==> config.mk <==
export PLATFORM = sky130hd
export DESIGN_NAME = gray_wptr_gen
export DESIGN_NICKNAME = d
export VERILOG_FILES = /design/src/rtl/gray_wptr_gen.sv
export SDC_FILE = /design/constraint.sdc
export NUM_CORES = 1
export LEC_CHECK = 0
export BUFFER_PORTS_ARGS = -buffer_cell sky130_fd_sc_hd__clkbuf_2
export CORE_MARGIN = 8
export CORE_UTILIZATION = 40
export DETAILED_ROUTE_END_ITERATION = 10
export PLACE_DENSITY = 0.72
export RECOVER_POWER = 50
export SYNTH_ARGS = -nofsm -noshare
export SYNTH_HDL_FRONTEND = slang
export SYNTH_SLANG_ARGS = --single-unit
==> constraint.sdc <==
create_clock -name clk -period 2.6 [get_ports clk]
set_input_delay 0.13 -clock clk [delete_from_list [all_inputs] [get_ports clk]]
set_output_delay 0.13 -clock clk [all_outputs]
set_load 0.03 [all_outputs]
==> src/rtl/gray_wptr_gen.sv <==
// Write-side pointer generator for a dual-clock FIFO: binary/Gray write pointer,
// read-pointer synchronizer and decoder, registered full flag, occupancy count.
// Optional macro GRAY_WPTR_SYNC3_EN selects a 3-stage read-pointer synchronizer.
module gray_wptr_gen #(
  parameter int p_addr_width = 3,
  parameter int p_ptr_width  = p_addr_width + 1
) (
  input  logic                    clk,
  input  logic                    reset,
  input  logic                    push_en,
  output logic                    push_rdy,
  output logic [p_addr_width-1:0] waddr,
  output logic [p_ptr_width-1:0]  wptr_gray,
  input  logic [p_ptr_width-1:0]  rptr_gray_async,
  output logic                    full,
  output logic [p_ptr_width-1:0]  count
);

  // Top two pointer bits inverted; for a 2-bit pointer this covers both bits.
  localparam logic [p_ptr_width-1:0] c_full_mask =
    p_ptr_width'(~((32'd1 << (p_ptr_width - 2)) - 32'd1));

  logic [p_ptr_width-1:0] wbin_q, wbin_d;
  logic [p_ptr_width-1:0] wgray_q, wgray_d;
  logic [p_ptr_width-1:0] s1_q, s2_q;
  logic [p_ptr_width-1:0] rsync;
  logic [p_ptr_width-1:0] rbin_sync;
  logic                   full_q, full_d;
  logic                   push;

`ifdef GRAY_WPTR_SYNC3_EN
  logic [p_ptr_width-1:0] s3_q;

  always_ff @(posedge clk or posedge reset) begin
    if (reset) s3_q <= '0;
    else       s3_q <= s2_q;
  end

  assign rsync = s3_q;
`else
  assign rsync = s2_q;
`endif

  always_comb begin
    push    = push_en && !full_q;
    wbin_d  = wbin_q + p_ptr_width'(push);
    wgray_d = wbin_d ^ (wbin_d >> 1);
    full_d  = (wgray_d == (rsync ^ c_full_mask));
  end

  always_comb begin
    rbin_sync = '0;
    rbin_sync[p_ptr_width-1] = rsync[p_ptr_width-1];
    for (int unsigned i = 0; i < p_ptr_width - 1; i++) begin
      rbin_sync[p_ptr_width-2-i] = rbin_sync[p_ptr_width-1-i] ^ rsync[p_ptr_width-2-i];
    end
  end

  always_ff @(posedge clk or posedge reset) begin
    if (reset) begin
      wbin_q  <= '0;
      wgray_q <= '0;
      s1_q    <= '0;
      s2_q    <= '0;
      full_q  <= 1'b0;
    end else begin
      wbin_q  <= wbin_d;
      wgray_q <= wgray_d;
      s1_q    <= rptr_gray_async;
      s2_q    <= s1_q;
      full_q  <= full_d;
    end
  end

  assign wptr_gray = wgray_q;
  assign waddr     = wbin_q[p_addr_width-1:0];
  assign full      = full_q;
  assign push_rdy  = !full_q;
  assign count     = wbin_q - rbin_sync;

endmodule
; Word level (Yosys, flattened, before mapping)
; Cells that the tools add are included.
[totals]
register_bits = 17
output_inout_bits = 13
[op_classes]
addsub = 2
n_eq_ne = 1
bitwise = 5
n_reduce_logical = 2
[op_table]
columns = op, count
row1 = 4-bit by 1-bit adder with 4-bit output, 1
row2 = 4-bit == test, 1
row3 = 4-bit subtractor, 1
row4 = 4-bit by 3-bit XOR with 4-bit output, 1
row5 = 1-bit XOR, 3
row6 = 2-bit NOT, 1
row7 = 1-bit logical AND, 1
row8 = 1-bit zero test, 1

; Depth between registers and ports, before layout
[depth]
depth_word = 5
depth_mapped = 9
ltp_nobuf = 8

; Least setup slack after synthesis
; OpenSTA, ideal clock, no wires.
[synth_path]
path_kind = reg2out
start = register s2_q[2], in the netlist rsync[2]
end = output port count[2]
arrival_ns = 2.255
required_ns = 2.470
path_slack_ns = 0.215
path_stages_with_launch = 9
path_buffers = 1
cell_sequence = dfrtp_1 clkbuf_1 xnor2_1 xor2_1 xnor2_1 ha_1 inv_1 fa_1 xor2_1
[synth_between]
elab_chain_len = 4
[synth_rtl]
columns = item, line_no
row1 = "start, declared", 25  ; logic [p_ptr_width-1:0] s1_q, s2_q;
row2 = "start signal, assigned", 70  ; s2_q <= s1_q;
row3 = 1-bit XOR *, 55  ; rbin_sync[p_ptr_width-2-i] = rbin_sync[p_ptr_width-1-i] ^ rsync[p_ptr_width-2-i];
row4 = 1-bit XOR (2 in a row), 55
row5 = 4-bit subtractor *, 79  ; assign count = wbin_q - rbin_sync;
row6 = "end, declared", 16  ; output logic [p_ptr_width-1:0] count
; Every way passes the cells marked *; elsewhere a longest branch is shown, timed or not.

; Worst setup path in the final report
; Same ends and word-level chain as after synthesis.

==> out/results.tsv <==
stage	metric	value	unit
route	vias	535	
sta	drv_slew	0	
route	drtAntennaViolNets	0	
yosys	synthArstFlopShare	1.00	
route	routed.top_layer	met4	
critical_path	cp_cell_sequence	xnor2_4 > xor2_2 > xnor2_1 > ha_1 > inv_1 > fa_1 > xor2_1 > clkbuf_2	
clock_network	clk_path_buf_depth	2	
route	drtPass1Iterations	4	
critical_path	cp-end-kind	output pin	
worst_hold_path	min_delay_worst_endpoint	rsync[0]	
yosys	synthFlopType	dfrtp_1	
flow_run	max_cap_violations	0	
die	core_area	1920	sq um
clock_network	htreeDepth	1	
clock_network	path_clk_slew	0.09	ns
sta	setup_viol	0	
critical_path	crit_fanout	7	
place	routabilityCongestion	0.716	
critical_path	timing.rr.end	full	
grt	grt_pass1_vias	565	
yosys	synth_fp_nets	79	
sta	fin_setup_tns	0	ns
route	drt_iter0_markers	3	
critical_path	timing.rr.start	full	
route	drt-vias-per-instance	4.53	
finish	fin_util	0.535	
finish	drive_gt1_frac	0.352	
finish	diodes	0	
route	route.detailed.drc	0	
die	die_x	60.9	um
finish	area_growth	27.6	%
clock_network	cts_buffers	3	
die	initial_core_util	0.419	
sta	fin_crit_sh	0.944	
critical_path	cp-start-kind	register	
route	wl_met2	775	um
yosys	synth-seq-cells	16	
yosys	ys_seq_area_frac	0.497	
place	portBuffers	19	
sta	worstMarginPinSlew	0.610	ns
yosys	yosys-top-cells-area	dfrtp_1 50%, xnor2_1 9.8%, ha_1 7.8%, xor2_1 4.3%, xor2_2 4.0%	
route	wire_per_inst	13.0	um
power_and_ir_drop	ir_drop	0.641	mV
critical_path	arrival	2.32	ns
yosys	ys_warn_count	0	
run_status	status	complete, no violations	
sta	clock_skew	0.00250	ns
yosys	yosys.area.top_type	dfrtp_1	
clock_network	cts_tree	built	
yosys	syn_avg_cell_area	12.2	sq um
clock_network	cts.sinks	16	
die	die_area	3710	sq um
clock_network	root_buffer	clkbuf_4	
power_and_ir_drop	p_per_area	1310	nW/um^2
yosys	netlist_area	806	sq um
route	wl_met3	104	um
grt	overflow	0	
die	die_h	60.9	um
grt	track_usage	0.0917	
worst_hold_path	min_from	s1_q[0]	
sta	fin_crit	2.45	ns
route	wirelength	1540	um
critical_path	worstPathRequired	2.47	ns
yosys	synthTopCellsByCount	16 x dfrtp_1, 9 x xnor2_1, 6 x inv_1, 5 x ha_1	
critical_path	worst_path_max_delay_cell	dfrtp_2	
yosys	synth_cells	66	
yosys	synth_edf_count	0	
worst_hold_path	hp-class	reg2reg	
power_and_ir_drop	power.leakage	0.481	nW
route	m1WireLength	641	um
die	io_pins	20	
yosys	yosysMostFrequentCell	dfrtp_1	
place	detailedPlacementHpwl	1180	um
critical_path	reg2regPathDepth	6	
sta	hold_viol_final	0	
grt	grt_max_degree	17	
finish	nNetsFinal	106	
sta	fmax	408	MHz
sta	rsz0062_at_grt	false	
critical_path	r2r_slack	0.70	ns
worst_hold_path	timing.hold.worst_path_depth	0	
grt	grt_pass1_wl	2510	um
yosys	synth_top_area_frac	0.497	
critical_path	max_stage_delay	0.49	ns
die	rows	16	
critical_path	path_class	reg2out	
sta	relSlewSlack	0.593	
yosys	synth_cell_types	23	
grt	antenna_found_initial	0	
clock_network	clk_latency	0.28	ns
## where the power goes
group,internal [W],switching (W),total [W]
combinational,0.000309,0.000507,0.000816
clock,0.0000536,0.0000720,0.000126
sequential,0.000318,0.0000876,0.000406
total,0.000681,0.000666,0.00135
## cell families (layout without fill, tap and decap cells)
logic type / count (synthesis) / count (layout) / synth area share
flip-flops: 16 / 16 / 0.497
XOR/XNOR: 15 / 15 / 0.182
AND/OR/NAND/NOR: 12 / 12 / 0.0963
buffers and inverters: 9 / 34 / 0.0450
adder cells (fa/ha/maj): 7 / 7 / 0.116
AO/OA/AOI/OAI: 6 / 6 / 0.0497
multiplexers: 1 / 1 / 0.0140
## timing repair
item | CTS | global route
setup endpoints to repair | 1 | 3
hold buffers | 5 | 0
resized for setup | 1 | 3
setup buffers | 0 | 1
hold endpoints to repair | 20 | 0
gates cloned | 0 | 0
pin swaps | 0 | 2
## cells in the final DEF, fill, tap and decap left out
master and instances:
dfrtp_2 1, ha_1 5, clkbuf_4 3, mux2_2 1, xor2_1 3, clkbuf_2 19
inv_1 6, dfrtp_1 15, nor2_1 1, or3b_2 2, a21oi_1 2, buf_4 1
nor2b_1 4, nand4_1 1, xnor2_4 1, and4_1 1, dlygate4sd3_1 5, xor2_2 3
fa_1 1, a21o_1 1, xnor2_1 8, or2b_1 1, maj3_2 1, nand2_1 1
nand3_1 1, a221o_1 1, a31oi_1 2
## layer usage
layer,track usage,vias to the layer above
li1,-,262
met1,0.102,256
met2,0.154,15
met3,0.0254,2
met4,0.0498,0
met5,0,-
## metrics by stage
stage	hold slack [ns]	area, sq um	cells	power [W]	worst slack [ns]
floorplan	0.0437	806	66	0.00104	0.215
global placement	0.197	921	109	0.00119	0.375
detailed placement	0.225	921	109	0.00122	0.273
CTS	0.355	1000	117	0.00136	0.0195
global route	0.375	1030	118	0.00144	0.00970
finish	0.353	1030	118	0.00135	0.146
## flip-flops by register name, summed over array words and instances, names as in the netlist
signal     count
full           1
s1_q           4
rsync          4
wptr_gray      3
wbin_q         4
## how the worst max path moves through the flow
stage	from	to	slack [ns]	cells after the start
final	rsync[2]	count[2]	0.15	8
after floorplan	rsync[2]	count[2]	0.22	8
after global routing	rsync[2]	count[2]	0.01	8
after detailed placement	rsync[2]	count[2]	0.27	8
after CTS	rsync[2]	count[2]	0.02	8
after global placement	rsync[2]	count[2]	0.38	8
## final cells by class
cell class,count,area (sq um)
multi-input combinational,41,395
clock buffer,3,22.5
tap,27,33.8
fill,180,893
inverter,6,22.5
timing repair buffer,25,153
sequential,16,402
## worst max-delay path: cells and delay by family, from the launching register on
| kind | cells | cell delay (ns) |
|---|---|---|
| fa+ha+maj | 2 | 0.54 |
| xor+xnor | 4 | 0.75 |
| flops | 1 | 0.49 |
| buf+inv | 2 | 0.28 |
Power figures use the tool's default switching activity.
